**src/rtl/sha256_acc_top_if.sv**
```systemverilog
// rtl/sha256_acc_top_if.sv - bus and digest-output signal bundle for the SHA-256 accelerator
// Purpose: groups the write-only bus slave inputs and the digest word/address outputs.
// Signals:
//   chipselect   1  bus slave select
//   write        1  bus write strobe, qualified by chipselect
//   address      5  bus word address
//   writedata    32 bus write data
//   data_out     32 digest word currently presented
//   writeaddress 4  index (0..7) of the digest word on data_out
interface sha256_acc_top_if;
   logic        chipselect;
   logic        write;
   logic [4:0]  address;
   logic [31:0] writedata;
   logic [31:0] data_out;
   logic [3:0]  writeaddress;

   modport master (
      output chipselect, write, address, writedata,
      input  data_out, writeaddress
   );

   modport slave (
      input  chipselect, write, address, writedata,
      output data_out, writeaddress
   );
endinterface

```
**src/rtl/sha256_acc_top.sv**
```systemverilog
// rtl/sha256_acc_top.sv - SHA-256 single-block compression accelerator behind a write-only bus
// Purpose: stores sixteen message words, runs 64 rounds from the standard IV on a start
//          write, then streams the eight digest words out one per cycle.
// Ports:
//   clk    rising-edge clock
//   reset  asynchronous active-high reset
//   bus    slave modport: chipselect/write/address/writedata in, data_out/writeaddress out
module sha256_acc_top #(
   parameter int NUM_WORDS  = 16,
   parameter int START_ADDR = 16
) (
   input logic             clk,
   input logic             reset,
   sha256_acc_top_if.slave bus
);

   localparam int AW = $clog2(NUM_WORDS);

   typedef enum logic [1:0] {IDLE, ROUND, FINAL, OUTPUT} state_t;

   localparam logic [31:0] IV [0:7] = '{
      32'h6a09e667, 32'hbb67ae85, 32'h3c6ef372, 32'ha54ff53a,
      32'h510e527f, 32'h9b05688c, 32'h1f83d9ab, 32'h5be0cd19
   };

   localparam logic [31:0] K [0:63] = '{
      32'h428a2f98, 32'h71374491, 32'hb5c0fbcf, 32'he9b5dba5, 32'h3956c25b, 32'h59f111f1, 32'h923f82a4, 32'hab1c5ed5,
      32'hd807aa98, 32'h12835b01, 32'h243185be, 32'h550c7dc3, 32'h72be5d74, 32'h80deb1fe, 32'h9bdc06a7, 32'hc19bf174,
      32'he49b69c1, 32'hefbe4786, 32'h0fc19dc6, 32'h240ca1cc, 32'h2de92c6f, 32'h4a7484aa, 32'h5cb0a9dc, 32'h76f988da,
      32'h983e5152, 32'ha831c66d, 32'hb00327c8, 32'hbf597fc7, 32'hc6e00bf3, 32'hd5a79147, 32'h06ca6351, 32'h14292967,
      32'h27b70a85, 32'h2e1b2138, 32'h4d2c6dfc, 32'h53380d13, 32'h650a7354, 32'h766a0abb, 32'h81c2c92e, 32'h92722c85,
      32'ha2bfe8a1, 32'ha81a664b, 32'hc24b8b70, 32'hc76c51a3, 32'hd192e819, 32'hd6990624, 32'hf40e3585, 32'h106aa070,
      32'h19a4c116, 32'h1e376c08, 32'h2748774c, 32'h34b0bcb5, 32'h391c0cb3, 32'h4ed8aa4a, 32'h5b9cca4f, 32'h682e6ff3,
      32'h748f82ee, 32'h78a5636f, 32'h84c87814, 32'h8cc70208, 32'h90befffa, 32'ha4506ceb, 32'hbef9a3f7, 32'hc67178f2
   };

   function automatic logic [31:0] ror(input logic [31:0] x, input int n);
      return (x >> n) | (x << (32 - n));
   endfunction

   state_t      state, state_next;
   logic [31:0] m      [0:NUM_WORDS-1];
   logic [31:0] w      [0:15];   // w[0] is W[t]; window holds W[t..t+15]
   logic [31:0] v      [0:7];    // working variables a..h
   logic [31:0] digest [0:7];
   logic [5:0]  t;               // round index in ROUND, output index in OUTPUT
   logic        prev_start;

   logic        wr_en, msg_wr, start_wr, launch;
   logic [31:0] big_s0, big_s1, ch, maj, t1, t2, w_new;

   // Bus decode. A start only launches on its first cycle, so a held start fires once.
   always_comb begin
      wr_en    = bus.chipselect & bus.write;
      msg_wr   = wr_en && (int'(bus.address) < NUM_WORDS);
      start_wr = wr_en && (int'(bus.address) == START_ADDR);
      launch   = start_wr && !prev_start;
   end

   // One compression round plus the next schedule word W[t+16], which only
   // needs words already in the window.
   always_comb begin
      big_s1 = ror(v[4], 6) ^ ror(v[4], 11) ^ ror(v[4], 25);
      ch     = (v[4] & v[5]) ^ (~v[4] & v[6]);
      t1     = v[7] + big_s1 + ch + K[t] + w[0];
      big_s0 = ror(v[0], 2) ^ ror(v[0], 13) ^ ror(v[0], 22);
      maj    = (v[0] & v[1]) ^ (v[0] & v[2]) ^ (v[1] & v[2]);
      t2     = big_s0 + maj;
      w_new  = (ror(w[14], 17) ^ ror(w[14], 19) ^ (w[14] >> 10)) + w[9]
             + (ror(w[1], 7) ^ ror(w[1], 18) ^ (w[1] >> 3)) + w[0];
   end

   always_ff @(posedge clk or posedge reset) begin
      if (reset) state <= IDLE;
      else       state <= state_next;
   end

   always_comb begin
      state_next = state;
      case (state)
         IDLE:    if (launch) state_next = ROUND;
         ROUND:   if (t == 6'd63) state_next = FINAL;
         FINAL:   state_next = OUTPUT;
         OUTPUT:  if (t == 6'd7) state_next = IDLE;
         default: state_next = IDLE;
      endcase
   end

   always_ff @(posedge clk or posedge reset) begin
      if (reset) begin
         for (int i = 0; i < NUM_WORDS; i++) m[i] <= '0;
         for (int i = 0; i < 16; i++) w[i] <= '0;
         for (int i = 0; i < 8; i++) begin
            v[i]      <= '0;
            digest[i] <= '0;
         end
         t                <= '0;
         prev_start       <= 1'b0;
         bus.data_out     <= '0;
         bus.writeaddress <= '0;
      end else begin
         prev_start <= start_wr;
         if (state == IDLE && msg_wr) m[bus.address[AW-1:0]] <= bus.writedata;
         case (state)
            IDLE: begin
               if (launch) begin
                  for (int i = 0; i < 8; i++) v[i] <= IV[i];
                  for (int i = 0; i < 16; i++) w[i] <= m[i];
                  t <= '0;
               end
            end
            ROUND: begin
               v[0] <= t1 + t2;
               v[1] <= v[0];
               v[2] <= v[1];
               v[3] <= v[2];
               v[4] <= v[3] + t1;
               v[5] <= v[4];
               v[6] <= v[5];
               v[7] <= v[6];
               for (int i = 0; i < 15; i++) w[i] <= w[i+1];
               w[15] <= w_new;
               t     <= t + 6'd1;
            end
            FINAL: begin
               for (int i = 0; i < 8; i++) digest[i] <= IV[i] + v[i];
               t <= '0;
            end
            OUTPUT: begin
               bus.data_out     <= digest[t[2:0]];
               bus.writeaddress <= {1'b0, t[2:0]};
               t                <= t + 6'd1;
            end
            default: ;
         endcase
      end
   end

endmodule

```
**src/flat_wrapper.sv**
```systemverilog
// flat-port wrapper written by rule: the top's interface ports become plain ports
module sha256_acc_top_flat 
#(
   parameter int NUM_WORDS  = 16,
   parameter int START_ADDR = 16
)
  (clk, reset, bus_chipselect, bus_write, bus_address, bus_writedata, bus_data_out, bus_writeaddress);
  sha256_acc_top_if bus_i ();
  input logic clk;
  input logic reset;
  input wire logic [$bits(bus_i.chipselect)-1:0] bus_chipselect;
  input wire logic [$bits(bus_i.write)-1:0] bus_write;
  input wire logic [$bits(bus_i.address)-1:0] bus_address;
  input wire logic [$bits(bus_i.writedata)-1:0] bus_writedata;
  output wire logic [$bits(bus_i.data_out)-1:0] bus_data_out;
  output wire logic [$bits(bus_i.writeaddress)-1:0] bus_writeaddress;
  assign bus_i.chipselect = bus_chipselect;
  assign bus_i.write = bus_write;
  assign bus_i.address = bus_address;
  assign bus_i.writedata = bus_writedata;
  assign bus_data_out = bus_i.data_out;
  assign bus_writeaddress = bus_i.writeaddress;
  sha256_acc_top #(.NUM_WORDS(NUM_WORDS), .START_ADDR(START_ADDR)) u_core (.clk(clk), .reset(reset), .bus(bus_i));
endmodule
```
**config.mk**
```make
export PLATFORM = sky130hd
export DESIGN_NAME = sha256_acc_top_flat
export DESIGN_NICKNAME = d
export VERILOG_FILES = /design/src/rtl/sha256_acc_top_if.sv /design/src/rtl/sha256_acc_top.sv /design/src/flat_wrapper.sv
export SDC_FILE = /design/constraint.sdc
export NUM_CORES = 2
export LEC_CHECK = 0
export ABC_AREA = 0
export CAP_MARGIN = 20
export CORE_MARGIN = 2
export CORE_UTILIZATION = 58
export DETAILED_ROUTE_END_ITERATION = 10
export PLACE_DENSITY_LB_ADDON = 0.25
export SLEW_MARGIN = 20
export SYNTH_ARGS = -nofsm -noshare
export SYNTH_HDL_FRONTEND = slang
export SYNTH_SLANG_ARGS = --single-unit
```
**constraint.sdc**
```tcl
create_clock -name clk -period 49.1 [get_ports clk]
set_input_delay 7.365 -clock clk [delete_from_list [all_inputs] [get_ports clk]]
set_output_delay 7.365 -clock clk [all_outputs]
set_load 0.005 [all_outputs]
```
==> flow_summary.json <==
{
  "status": "completed",
  "cp_data_required_time_ns": 49.80,
  "clockRootBuffer": "clkbuf_16",
  "wl_per_cell_um": 24.5,
  "postCtsHoldBufs": 0,
  "synth-async-reset-ratio_pct": 100,
  "rrSetupSlack_ns": 37.60,
  "firstDrtPassIters": 5,
  "portBuffers": 75,
  "fp.coreArea_um2": 144000,
  "avgViaCountPerCell": 6.17,
  "cap_violations": 0,
  "tns_ns": 0,
  "cp_max_fo": 51,
  "clk_latency_ns": 0.81,
  "antenna_found_initial": 3,
  "worstPathArrival_ns": 12.20,
  "grt_max_degree": 272,
  "worst_slew_pin_slew_ns": 1.21,
  "track_usage_pct": 32.1,
  "seq_area_frac_synth_pct": 46.9,
  "io_pins": 77,
  "drc_errors": 0,
  "synth_flop_cell": "dfrtp_1",
  "min_from": "u_core.w[1]",
  "reg2reg_depth": 38,
  "synth_cell_types": 90,
  "cts.sinks": 1580,
  "numCtsBuffers": 167,
  "fmax_mhz": 86.9,
  "holdWs_ns": 0.476,
  "max_stage_delay_ns": 0.78,
  "setup_slack_ns": 37.60,
  "final.min_clock_period_ns": 11.50,
  "place_ws_ns": 36.86,
  "via_count": 59303,
  "start_util_pct": 58.6,
  "die-area_um2": 149000,
  "timing.rr.start": "u_core.t[1]",
  "cts_tree": "done",
  "hold_depth": 2,
  "cts_max_level": 4,
  "clk_pin_slew_ns": 0.06,
  "post_cts_buffers": 0,
  "synthesis.area_um2": 84400,
  "clock_path_buffers": 3,
  "yosys_warnings": 0,
  "synth-edff-count": 0,
  "hold_end": "u_core.w[1]",
  "r2r_end": "u_core.v[254]",
  "drt_iter0_markers": 5322,
  "startpoint_type": "flop",
  "maxSlewHeadroom_pct": 19.3,
  "rsz0062_at_grt": "no",
  "finalHoldViolations": 0,
  "num_rows": 139,
  "areaGrowthSynthToFinish_pct": 8.92,
  "crit_type": "flop to flop",
  "grt_pass1_vias": 59824,
  "ant_nets": 0,
  "die_x_um": 385,
  "synth-seq-cells": 1580,
  "skew_ns": 0.0380,
  "cts-resized-gates": 0,
  "syn-num-nets": 8240,
  "setup_violations": 0,
  "hold_path_class": "flop to flop",
  "dpl_cell_area_um2": 86100,
  "drive_gt1_share_pct": 14.4,
  "nets": 7961,
  "grt-ovfl-total": 0,
  "drv_slew": 0,
  "finalWirelength_mm": 236,
  "place.gp.congestion": 0.953,
  "post-dp-hpwl_mm": 162,
  "crit_slowest_cell": "o21ai_0",
  "grt_pass1_wl_mm": 364,
  "finalInstanceArea_um2": 91900,
  "syn_inst": 7854,
  "endpoint_kind": "flop",
  "synth_area_per_cell_um2": 10.7,
  "die_h_um": 385,
  "post-route-period-util_pct": 23.4
}
[Yosys cell counts (30+ instances only)]
cell / number / area [µm²]
a211oi_1: 30 / 225
a21o_1: 91 / 683
a21oi_1: 368 / 1840
a22o_1: 78 / 683
a31oi_1: 74 / 463
buf_1: 60 / 225
clkbuf_1: 537 / 2020
dfrtp_1: 1580 / 39500
fa_1: 187 / 3740
ha_1: 158 / 1980
inv_1: 294 / 1100
mux2_2: 635 / 7150
mux2i_1: 515 / 5150
mux4_2: 72 / 1620
nand2_1: 826 / 3100
nand2b_1: 34 / 213
nand3_1: 59 / 295
nor2_1: 394 / 1480
nor2b_1: 31 / 194
nor3_1: 58 / 290
o21ai_0: 710 / 3550
o21ai_1: 32 / 160
o22a_1: 92 / 806
xnor2_1: 368 / 3220
xor2_1: 202 / 1770
[worst max-delay path, delay by kind of cell (launching register included)]
| family | cells | cell delay, ns |
|---|---|---|
| compound gates | 16 | 4.42 |
| xor+xnor | 1 | 0.57 |
| fa+ha+maj | 8 | 3.12 |
| buf+inv | 7 | 1.36 |
| flops | 1 | 0.38 |
| simple gates | 6 | 1.54 |
[flip-flops by register name (all words and copies together), names as in the netlist]
signal,count
u_core.m,512
u_core.w,512
u_core.digest,256
u_core.v,256
u_core.bus.data_out,32
u_core.t,6
u_core.bus.writeaddress,3
u_core.state,2
u_core.prev_start,1
[worst max-delay path by stage]
stage / from / cells after the start / slack [ns] / to
2_1_floorplan: reset / 1 / 19.84 / u_core.bus.data_out[0]
5_1_grt: u_core.t[1] / 38 / 37.07 / u_core.v[254]
3_5_place_dp: reset / 6 / 36.86 / u_core.m[265]
6_report: u_core.t[1] / 38 / 37.60 / u_core.v[254]
3_3_place_gp: reset / 6 / 36.89 / u_core.m[265]
4_1_cts: reset / 6 / 37.72 / u_core.m[239]
[cell families after synthesis]
kind of cell	Yosys count	share of synthesized area, %
compound gates	1697	12.2
flops	1580	46.9
simple gates	1527	7.60
mux	1223	16.5
buf+inv	909	4.06
xor+xnor	570	5.92
fa+ha+maj	347	6.81
other cells	1	0.00445
[through the flow]
step	utilization [%]	std cells
detailed placement	59.8	9308
global route	63.8	9612
CTS	63.8	9610
global placement	59.8	9308
finish	63.8	9613
floorplan	-	7854
[per-layer routing]
layer,wire length (µm),track usage [%],share of wire (%)
met4,11900,14.9,5.1
met5,13,0,0.0055
met3,15100,5.46,6.4
met2,112000,52.0,47
met1,97100,42.4,41
[cell type report]
class                      instances  area [µm²]
clock buffer                     259        5060
clock inverter                    43         692
antenna                            2        5.00
fill                           11188       52100
multi-input combinational       5365       41500
sequential                      1580       39600
tap                             1903        2380
timing repair buffer             160        1540
inverter                         301        1130
[cell usage in the layout (no fill, tap or decap), types with 75 or more instances in the layout]
cell type        Yosys  final
a21o_1              91     91
o22a_1              92     92
inv_1              294    293
xor2_1             202    202
xnor2_1            368    368
a21oi_1            368    368
ha_1               158    155
clkdlybuf4s50_1      0     75
nand2_1            826    823
mux2_2             635    635
dfrtp_1           1580   1574
nor2_1             394    387
clkbuf_16            0    169
o21ai_0            710    710
mux2i_1            515    515
a22o_1              78     78
fa_1               187    187
Power is not shown: default switching activity piles up to over one toggle a cycle in this logic, so the estimate is an artifact.
